### src/rtl/spec_ras.sv
// Return address stack for the branch predictor.
// Circular buffer of DATA_DEPTH entries. tos_q points at the current top
// entry and cnt_q holds the occupancy. A push into a full stack overwrites
// the oldest entry and sets a sticky overflow flag. Checkpoint outputs are
// the pointer and count; restore_i reloads them after a mispredict.
// Per-cycle priority: reset > flush > restore > push/pop.
module spec_ras #(
   parameter int DATA_WIDTH = 64,
   parameter int DATA_DEPTH = 8,
   localparam int PTR_W = $clog2(DATA_DEPTH),
   localparam int CNT_W = $clog2(DATA_DEPTH + 1)
) (
   input  logic                  clk_i,
   input  logic                  rst_ni,
   input  logic                  bp_flush_i,
   input  logic                  ras_push_i,
   input  logic                  ras_pop_i,
   input  logic [DATA_WIDTH-1:0] ras_data_i,
   input  logic                  restore_i,
   input  logic [PTR_W-1:0]      restore_ptr_i,
   input  logic [CNT_W-1:0]      restore_cnt_i,
   output logic [PTR_W-1:0]      ckpt_ptr_o,
   output logic [CNT_W-1:0]      ckpt_cnt_o,
   output logic                  ras_data_vld_o,
   output logic [DATA_WIDTH-1:0] ras_data_o,
   output logic                  ras_full_o,
   output logic                  ras_ovf_o
);

   localparam logic [CNT_W-1:0] DEPTH_C = CNT_W'(DATA_DEPTH);

   logic [DATA_WIDTH-1:0] mem_q [DATA_DEPTH];
   logic [PTR_W-1:0]      tos_q, tos_d;
   logic [CNT_W-1:0]      cnt_q, cnt_d;
   logic                  ovf_q, ovf_d;
   logic                  mem_we;
   logic [PTR_W-1:0]      mem_waddr;
   logic                  empty;

   assign empty = (cnt_q == '0);

   // Next-state and memory write selection, highest priority request wins.
   always_comb begin
      tos_d     = tos_q;
      cnt_d     = cnt_q;
      ovf_d     = ovf_q;
      mem_we    = 1'b0;
      mem_waddr = tos_q;
      if (bp_flush_i) begin
         tos_d = '0;
         cnt_d = '0;
         ovf_d = 1'b0;
      end else if (restore_i) begin
         tos_d = restore_ptr_i;
         cnt_d = (restore_cnt_i > DEPTH_C) ? DEPTH_C : restore_cnt_i;
      end else if (ras_push_i && ras_pop_i && !empty) begin
         // Return immediately followed by a call: replace the top in place.
         mem_we    = 1'b1;
         mem_waddr = tos_q;
      end else if (ras_push_i) begin
         tos_d     = tos_q + 1'b1;
         mem_we    = 1'b1;
         mem_waddr = tos_q + 1'b1;
         if (cnt_q == DEPTH_C) begin
            ovf_d = 1'b1;
         end else begin
            cnt_d = cnt_q + 1'b1;
         end
      end else if (ras_pop_i && !empty) begin
         tos_d = tos_q - 1'b1;
         cnt_d = cnt_q - 1'b1;
      end
   end

   // Pointer, count and sticky overflow registers with synchronous reset.
   always_ff @(posedge clk_i) begin
      if (!rst_ni) begin
         tos_q <= '0;
         cnt_q <= '0;
         ovf_q <= 1'b0;
      end else begin
         tos_q <= tos_d;
         cnt_q <= cnt_d;
         ovf_q <= ovf_d;
      end
   end

   // Entry storage; not reset, but writes are blocked while reset is held.
   always_ff @(posedge clk_i) begin
      if (rst_ni && mem_we) begin
         mem_q[mem_waddr] <= ras_data_i;
      end
   end

   assign ras_data_vld_o = !empty;
   assign ras_full_o     = (cnt_q == DEPTH_C);
   assign ras_data_o     = empty ? '0 : mem_q[tos_q];
   assign ras_ovf_o      = ovf_q;
   assign ckpt_ptr_o     = tos_q;
   assign ckpt_cnt_o     = cnt_q;

endmodule

### config.mk
export PLATFORM = sky130hd
export DESIGN_NAME = spec_ras
export DESIGN_NICKNAME = d
export VERILOG_FILES = /design/src/rtl/spec_ras.sv
export SDC_FILE = /design/constraint.sdc
export NUM_CORES = 1
export LEC_CHECK = 0
export ABC_CLOCK_PERIOD_IN_PS = 18700
export CAP_MARGIN = 20
export CORE_ASPECT_RATIO = 1.1
export CORE_MARGIN = 2
export CORE_UTILIZATION = 25
export CTS_CLUSTER_DIAMETER = 120
export DETAILED_ROUTE_END_ITERATION = 8
export MAX_ROUTING_LAYER = met4
export PLACE_DENSITY = 0.48
export SYNTH_ARGS = -nofsm -noshare
export SYNTH_HDL_FRONTEND = slang
export SYNTH_SLANG_ARGS = --single-unit
### constraint.sdc
create_clock -name clk_i -period 18.7 [get_ports clk_i]
set_input_delay 2.805 -clock clk_i [delete_from_list [all_inputs] [get_ports clk_i]]
set_output_delay 2.805 -clock clk_i [all_outputs]
set_load 0.05 [all_outputs]
==> results_dict.tcl, run 1 <==
set metrics [dict create \
    r2r-start "ckpt_cnt_o[0]" \
    async_reset_ff_frac 0 \
    layout_commonest_cell "edfxtp_1" \
    root_buffer "clkbuf_16" \
    critPathKind "flip-flop to output port" \
    numPortBuffers 150 \
    grt_usage 0.1169 \
    synth_cell_type_count 42 \
    ys.warnings.count 0 \
    avgRoutedWirePerCell_um 21.34 \
    syn_nets 998 \
    cp_common_cell "buf_4" \
    htreeDepth 2 \
    grt.overflow.total 0 \
    r2r-end "mem_q[4][40]" \
    period_share 0.3872 \
    cts_buffers 56 \
    met1_usage 0.1367 \
    cts_hold_buffers 0 \
    cp_max_fo 47 \
    synth_edf_count 512 \
    die_area_mm2 0.08308 \
    cp_slowest_cell "clkdlybuf4s50_1" \
    post_cts_resize_count 0 \
    critPathRequiredTime_ps 15890 \
    synth_top_area_share 0.7612 \
    fmax_mhz 138.1 \
    hold_viol_final 0 \
    grt_pass1_vias 10350 \
    antenna_found_initial 6 \
    status "finished, final reports clean" \
    post-cts-setup-buffer-count 0 \
    min_path_type "flip-flop to flip-flop" \
    cts_buffer_depth 3 \
    place_worst_setup_slack_ps 11860 \
    clk_pin_slew_ps 60 \
    synth_cells 916 \
    reg2reg_depth 5 \
    die_y_um 302.1 \
    worstHoldEndpoint "ras_ovf_o" \
    powerDensity_mw_per_mm2 105.3 \
    cp.arrival_ps 4430 \
    setup_viol 0 \
    met3_usage 0.02310 \
    yosysTopAreaCell "edfxtp_1" \
    dp_hpwl_mm 26.12 \
    final_nets 1179 \
    syn_area_mm2 0.02020 \
    area_growth_pct 23.55 \
    vias_per_cell 4.282 \
    drive_gt1_frac 0.2178 \
    slowest_delay_ps 880 \
    core_mm2 0.08019 \
    worst_hold_slack_ps 497.5 \
    cp_cell_sequence "buf_4 -> buf_4 -> mux4_2 -> mux2i_1 -> nor2_1 -> clkdlybuf4s50_1" \
    cts_tree "done" \
    slew_violations 0 \
    regToRegSetupSlack_ps 14780 \
    startpoint_type "flip-flop" \
    drt_iter0_drc 658 \
    grtUsageMet2 0.2057 \
    vias 9424 \
    gp_congestion 0.6841 \
    io_pins 151 \
    seq_area_frac_synth 0.7721 \
    drv_cap 0 \
    layout_common_cells "edfxtp_1 (512), clkdlybuf4s50_1 (150), mux4_2 (128), mux2i_1 (67), nor2_1 (67)" \
    timing.slew.headroom 0.2903 \
    first_pass_iters 4 \
    fin_crit_ps 7240 \
    die_x_um 275.0 \
    ant_nets 0 \
    grt_pass1_wl_mm 69.02 \
    grt_start_max_net_pins 66 \
    grt_setup_unrepaired "false" \
    insertion_delay_ps 610 \
    postSynthAreaPerCell_um2 22.05 \
    worst_pin_slew_ps 1065 \
    ys_seq_elements 523 \
    leakage_nw 7.486 \
    wl_mm 46.96 \
    ys_top_cells_by_area "edfxtp_1 (76%), mux4_2 (14%), mux2i_1 (3.3%)" \
    synth-main-ff-cell "edfxtp_1" \
    fin_tns_setup_ps 0 \
    setup_slack_ps 11460 \
    cts_sinks 523 \
    top_usage_layer "met2" \
    ir_drop_v 0.00006446 \
    holdCritStartpoint "ras_ovf_o" \
    hold_depth 2 \
    drcViolationCount 0 \
    start_util 0.2519 \
    skew_ps 25.73 \
    endpoint_kind "output port" \
    num_rows 109 \
]
layout make-up:
cell class	instances	area, um2
fill	7751	55240
sequential	523	15610
multi-input combinational	337	4412
timing repair buffer	171	1739
clock buffer	67	1485
tap	1054	1319
clock inverter	37	352.8
inverter	8	30.03
antenna	4	10.01
report_power, final:
group | internal (W) | switching (W)
sequential | 0.00129 | 0.00000790
clock | 0.000648 | 0.000454
combinational | 0.0000864 | 0.000136
critical path: cells and delay by family (launching register included):
| family | cells | cell delay (ps) |
|---|---|---|
| and+or+nand+nor | 1 | 340 |
| DFF | 1 | 790 |
| muxes | 2 | 410 |
| buffers and inverters | 3 | 2200 |
how the worst max path moves through the flow:
| stage | start | to | slack, ps |
|---|---|---|---|
| final | flip-flop | ras_data_o[17] | 11460 |
| after global routing | flip-flop | ras_data_o[17] | 11190 |
| after CTS | flip-flop | ras_data_o[17] | 11280 |
| after detailed placement | restore_i | mem_q[4][36] | 11860 |
| after global placement | flip-flop | ras_data_o[6] | 11780 |
| after floorplan | ras_push_i | mem_q[3][0] | 9850 |
per-layer routing:
layer | wire [um] | vias up
met4 | 904 | 0
met3 | 1709 | 57
met1 | 19660 | 5036
met2 | 24690 | 158
li1 | - | 4173
met5 | 0 | -
registers in the layout, summed over array words and instances, names as in the netlist, named ones only:
register	cells
ckpt_cnt_o	4
ckpt_ptr_o	3
mem_q	512
ras_ovf_o	1
stage by stage:
| step | area (um2) | instances | total power [W] | utilization |
|---|---|---|---|---|
| after floorplan | 20200 | 916 | 0.001461 | - |
| after global placement | 23000 | 2089 | 0.001553 | 0.2868 |
| after detailed placement | 23080 | 2092 | 0.001555 | 0.2878 |
| after CTS | 24920 | 2196 | 0.002669 | 0.3107 |
| after global routing | 24950 | 2201 | 0.002724 | 0.3112 |
| final | 24950 | 2201 | 0.002626 | 0.3112 |
cell usage after synthesis, drive strengths merged (3+ instances only):
cell type,count
edfxtp,512
mux4,128
mux2i,68
nor2,67
clkbuf,26
buf,22
dfxtp,11
nor3,9
inv,8
nand2,8
nand3,6
nor3b,5
ha,4
and3,3
nand3b,3
o21ai,3
or4,3
xnor2,3
cells by family after synthesis:
| group | Yosys count | synth area share |
|---|---|---|
| AO/OA/AOI/OAI | 14 | 0.005513 |
| XOR/XNOR | 4 | 0.001735 |
| adder cells (fa/ha/maj) | 5 | 0.003469 |
| buffers and inverters | 56 | 0.01177 |
| flip-flops | 523 | 0.7721 |
| multiplexers | 196 | 0.1766 |
| AND/OR/NAND/NOR | 118 | 0.02874 |
Power figures use the tool's default switching activity.
==> inputs of run 2 (changes only) <==
--- a/config.mk
+++ b/config.mk
@@ -5,7 +5,7 @@
 export SDC_FILE = /design/constraint.sdc
 export NUM_CORES = 1
 export LEC_CHECK = 0
-export ABC_CLOCK_PERIOD_IN_PS = 18700
+export ABC_CLOCK_PERIOD_IN_PS = 6300
 export CAP_MARGIN = 20
 export CORE_ASPECT_RATIO = 1.1
 export CORE_MARGIN = 2
@@ -13,7 +13,7 @@
 export CTS_CLUSTER_DIAMETER = 120
 export DETAILED_ROUTE_END_ITERATION = 8
 export MAX_ROUTING_LAYER = met4
-export PLACE_DENSITY = 0.48
+export PLACE_DENSITY = 0.49
 export SYNTH_ARGS = -nofsm -noshare
 export SYNTH_HDL_FRONTEND = slang
 export SYNTH_SLANG_ARGS = --single-unit
==> constraint.sdc (replaced) <==
create_clock -name clk_i -period 6.3 [get_ports clk_i]
set_input_delay 0.945 -clock clk_i [delete_from_list [all_inputs] [get_ports clk_i]]
set_output_delay 0.945 -clock clk_i [all_outputs]
set_load 0.05 [all_outputs]
==> run 2 against run 1 <==
  * Clock skew decreased by 9.9 ps
  * Largest power group unchanged
  * Core utilization decreased by 0.32 points
  * Sequential share of layout area increased by 0.64 points
  * Non-clock buffer count increased by 4
==> results_dict.tcl, run 2 (same netlist as run 1, synthesis figures left out) <==
set metrics [dict create \
    status "finished, final reports clean" \
    endpoint_kind "output port" \
    timing.slew.headroom 0.3038 \
    grt_usage 0.1149 \
    grt_pass1_vias 10170 \
    num_rows 109 \
    layout_common_cells "edfxtp_1 (512), clkdlybuf4s50_1 (150), mux4_2 (128), mux2i_1 (67), nor2_1 (67)" \
    vias_per_cell 4.260 \
    finalCoreUtilization 0.3080 \
    clk_pin_slew_ps 60 \
    cts_hold_buffers 0 \
    post-cts-setup-buffer-count 0 \
    cts_buffers 51 \
    gp_congestion 0.7172 \
    worst_hold_slack_ps 501.4 \
    cts_tree "done" \
    drcViolationCount 0 \
    vias 9350 \
    drv_cap 0 \
    finalNonFillerCells 2195 \
    io_pins 151 \
    avgRoutedWirePerCell_um 21.01 \
    layout_commonest_cell "edfxtp_1" \
    antenna_found_initial 4 \
    drt_iter0_drc 564 \
    hold_depth 2 \
    htreeDepth 2 \
    cts_sinks 523 \
    area_growth_pct 22.30 \
    numPortBuffers 150 \
    grt.overflow.total 0 \
    startpoint_type "flip-flop" \
    cp.arrival_ps 3620 \
    ant_nets 0 \
    die_x_um 275.0 \
    power_w 0.007419 \
    grt_start_max_net_pins 65 \
    insertion_delay_ps 580 \
    powerDensity_mw_per_mm2 300.4 \
    leakage_nw 7.401 \
    fin_tns_setup_ps 0 \
    die_area_mm2 0.08308 \
    worstHoldEndpoint "ras_ovf_o" \
    critPathRequiredTime_ps 5350 \
    start_util 0.2519 \
    r2r-end "mem_q[0][26]" \
    min_path_type "flip-flop to flip-flop" \
    slew_violations 0 \
    r2r-start "ckpt_cnt_o[0]" \
    reg2reg_depth 5 \
    holdCritStartpoint "ras_ovf_o" \
    grt_setup_unrepaired "false" \
    worst_pin_slew_ps 1044 \
    cts_buffer_depth 3 \
    largest-register "mem_q" \
    die_y_um 302.1 \
    first_pass_iters 4 \
    final_nets 1178 \
    drive_gt1_frac 0.2135 \
    cp_max_fo 29 \
    post_cts_resize_count 0 \
    ir_drop_v 0.0001705 \
    wl_mm 46.12 \
    core_mm2 0.08019 \
    period_share 0.7239 \
    skew_ps 15.87 \
    fmax_mhz 219.3 \
    largest_reg_flops 512 \
    grt_pass1_wl_mm 68.25 \
    dp.cells 2097 \
    regToRegSetupSlack_ps 2560 \
    critPathKind "flip-flop to output port" \
    setup_viol 0 \
    hold_viol_final 0 \
    root_buffer "clkbuf_16" \
    fin_crit_ps 4560 \
    dp_hpwl_mm 27.21 \
]
## run 2: cell count changes in the layout (fill, tap and decap cells not counted), sizes merged
cell / before / now
clkinvlp: 5 / 4
clkinv: 25 / 26
diode: 4 / 3
clkbuf: 67 / 62
buf: 21 / 25
bufinv: 6 / 2
## run 2: where the power goes
part / switching [W] / leakage [nW] / internal, W
Combinational: 0.000404 / 1.93 / 0.000256
Clock: 0.00127 / 0.771 / 0.00162
Sequential: 0.0000287 / 4.70 / 0.00384
Total: 0.00171 / 7.40 / 0.00571
## run 2: through the flow
stage,setup WS (ps),cell area (um2)
after floorplan,1355,20220
after global placement,1612,23120
after detailed placement,1548,23120
after CTS,1465,24690
after global routing,1373,24700
final,1740,24700
## run 2: area by class of cell
class,instances,area (um2)
antenna,3,7.507
clock buffer,62,1360
clock inverter,33,214.0
fill,7738,55490
inverter,8,30.03
multi-input combinational,337,4437
sequential,523,15610
tap,1054,1319
timing repair buffer,175,1727
## run 2: how the worst max path moves through the flow
stage	start	end	slack (ps)	cells past startpoint
after CTS	flip-flop	ras_data_o[45]	1460	5
after detailed placement	restore_i	mem_q[0][16]	1550	6
after global routing	flip-flop	ras_data_o[45]	1370	5
after global placement	restore_i	mem_q[0][57]	1610	6
final	flip-flop	ras_data_o[50]	1740	5
after floorplan	ckpt_cnt_o[0]	mem_q[2][0]	1360	5
## run 2: layer usage
layer	GRT usage	up-vias	share of wire
li1	-	4162	-
met1	0.1453	4973	0.44
met2	0.1883	161	0.50
met3	0.02461	54	0.042
met4	0.02844	0	0.017
met5	-	-	0
## run 2: critical path: stages (launching register included)
cell	delay, ps
dfxtp_4	690
buf_4	610
mux4_2	590
mux2i_1	310
nor2_1	70
clkdlybuf4s50_1	720
==> inputs of run 3 (changes only) <==
--- a/config.mk
+++ b/config.mk
@@ -5,7 +5,7 @@
 export SDC_FILE = /design/constraint.sdc
 export NUM_CORES = 1
 export LEC_CHECK = 0
-export ABC_CLOCK_PERIOD_IN_PS = 6300
+export ABC_CLOCK_PERIOD_IN_PS = 4340
 export CAP_MARGIN = 20
 export CORE_ASPECT_RATIO = 1.1
 export CORE_MARGIN = 2
@@ -13,7 +13,7 @@
 export CTS_CLUSTER_DIAMETER = 120
 export DETAILED_ROUTE_END_ITERATION = 8
 export MAX_ROUTING_LAYER = met4
-export PLACE_DENSITY = 0.49
+export PLACE_DENSITY = 0.48
 export SYNTH_ARGS = -nofsm -noshare
 export SYNTH_HDL_FRONTEND = slang
 export SYNTH_SLANG_ARGS = --single-unit
==> constraint.sdc (replaced) <==
create_clock -name clk_i -period 4.34 [get_ports clk_i]
set_input_delay 0.651 -clock clk_i [delete_from_list [all_inputs] [get_ports clk_i]]
set_output_delay 0.651 -clock clk_i [all_outputs]
set_load 0.05 [all_outputs]
==> run 3 against run 2 <==
  * Via count down 0.43%
  * Setup slack got worse by 1200 ps
  * Core utilization rose by 0.37 points
  * Cell count is essentially flat
  * Highest routed layer unchanged
  * Sequential share of layout area shrank 0.75 points
==> results_dict.tcl, run 3 (same netlist as run 1, synthesis figures left out) <==
set metrics [dict create \
    worst_hold_slack_ps 490.7 \
    slew_violations 0 \
    drt_iter0_drc 401 \
    largest-register "mem_q" \
    cp.arrival_ps 3150 \
    num_rows 109 \
    cts_hold_buffers 0 \
    htreeDepth 2 \
    hold_viol_final 0 \
    die_area_mm2 0.08308 \
    post-cts-setup-buffer-count 0 \
    grt.overflow.total 0 \
    gp_congestion 0.7143 \
    area_growth_pct 23.77 \
    finalNonFillerCells 2193 \
    critPathKind "flip-flop to output port" \
    leakage_nw 7.504 \
    r2r-start "ckpt_cnt_o[0]" \
    powerDensity_mw_per_mm2 442.5 \
    critPathRequiredTime_ps 3690 \
    fmax_mhz 262.9 \
    first_pass_iters 4 \
    post_cts_resize_count 0 \
    endpoint_kind "output port" \
    dp_hpwl_mm 26.68 \
    core_mm2 0.08019 \
    cts_sinks 523 \
    die_x_um 275.0 \
    skew_ps 19.47 \
    grt_start_max_net_pins 66 \
    wl_mm 45.67 \
    status "finished, final reports clean" \
    layout_commonest_cell "edfxtp_1" \
    grt_setup_unrepaired "false" \
    setup_slack_ps 536.4 \
    grt_usage 0.1143 \
    holdCritStartpoint "ras_ovf_o" \
    timing.slew.headroom 0.4844 \
    largest_reg_flops 512 \
    clk_pin_slew_ps 60 \
    avgRoutedWirePerCell_um 20.83 \
    numPortBuffers 150 \
    cts_tree "done" \
    min_path_type "flip-flop to flip-flop" \
    ir_drop_v 0.0003694 \
    start_util 0.2519 \
    dp.cells 2098 \
    layout_common_cells "edfxtp_1 (512), clkdlybuf4s50_1 (150), mux4_2 (128), mux2i_1 (67), nor2_1 (67)" \
    ant_nets 0 \
    fin_crit_ps 3804 \
    vias_per_cell 4.245 \
    worst_pin_slew_ps 758.5 \
    antenna_found_initial 4 \
    setup_viol 0 \
    grt_pass1_wl_mm 67.53 \
    cp_max_fo 22 \
    drive_gt1_frac 0.2167 \
    grt_pass1_vias 10110 \
    vias 9310 \
    root_buffer "clkbuf_16" \
    cts_buffer_depth 3 \
    io_pins 151 \
    drcViolationCount 0 \
    insertion_delay_ps 580 \
    nFillCells 7738 \
    drv_cap 0 \
    startpoint_type "flip-flop" \
    place_worst_setup_slack_ps 824.9 \
    die_y_um 302.1 \
    final_nets 1177 \
    period_share 0.8764 \
    cts_buffers 49 \
]
## run 3: cell count changes in the layout (fill, tap and decap cells not counted), sizes merged
cell | before | now
clkinvlp | 4 | 2
clkinv | 26 | 24
buf | 25 | 26
clkbuf | 62 | 56
diode | 3 | 4
bufinv | 2 | 9
inv | 9 | 8
## run 3: worst max-delay path, stage by stage (launching register included)
cell and delay (ps):
dfxtp_4 470, buf_4 460, mux4_2 570, mux2i_1 280
nor2_1 90, clkdlybuf4s50_1 710
## run 3: power by group
group	switching, W	internal (W)	total [W]
combinational	0.000603	0.000384	0.000987
sequential	0.0000281	0.00557	0.00560
clock	0.00183	0.00265	0.00447
## run 3: metrics by stage
| step | power [W] | cell area (um2) | TNS [ps] | utilization |
|---|---|---|---|---|
| after floorplan | 0.006295 | 20220 | -199550 | - |
| after global placement | 0.006719 | 23300 | 0 | 0.2906 |
| after detailed placement | 0.006724 | 23300 | 0 | 0.2906 |
| after CTS | 0.01124 | 24990 | 0 | 0.3116 |
| after global routing | 0.01145 | 25000 | 0 | 0.3117 |
| final | 0.01106 | 25000 | 0 | 0.3117 |
## run 3: final timing paths
| check | slack, ps | endpoint | depth (start not counted) |
|---|---|---|---|
| max | 540 | ras_data_o[59] | 5 |
| min | 490 | ras_ovf_o | 2 |
| max reg2reg | 1220 | mem_q[5][52] | 5 |
| min reg2reg | 490 | ras_ovf_o | 2 |
## run 3: cell type report
| cell class | instances | area (um2) | share of cell area |
|---|---|---|---|
| Timing Repair Buffer | 176 | 1909 | 0.07638 |
| Clock inverter | 35 | 412.9 | 0.01652 |
| Antenna cell | 4 | 10.01 | 0.0004004 |
| Tap cell | 1054 | 1319 | 0.05276 |
| Multi-Input combinational cell | 337 | 4437 | 0.1775 |
| Inverter | 8 | 30.03 | 0.001201 |
| Clock buffer | 56 | 1274 | 0.05095 |
| Sequential cell | 523 | 15610 | 0.6243 |
## run 3: layer usage
metal	routed length, um	vias to the layer above	track usage	share of wire
met5	0	-	-	0
met4	818	0	0.02806	0.018
met3	2430	56	0.02580	0.053
met2	23170	158	0.1910	0.51
met1	19260	4928	0.1405	0.42
li1	-	4168	-	-
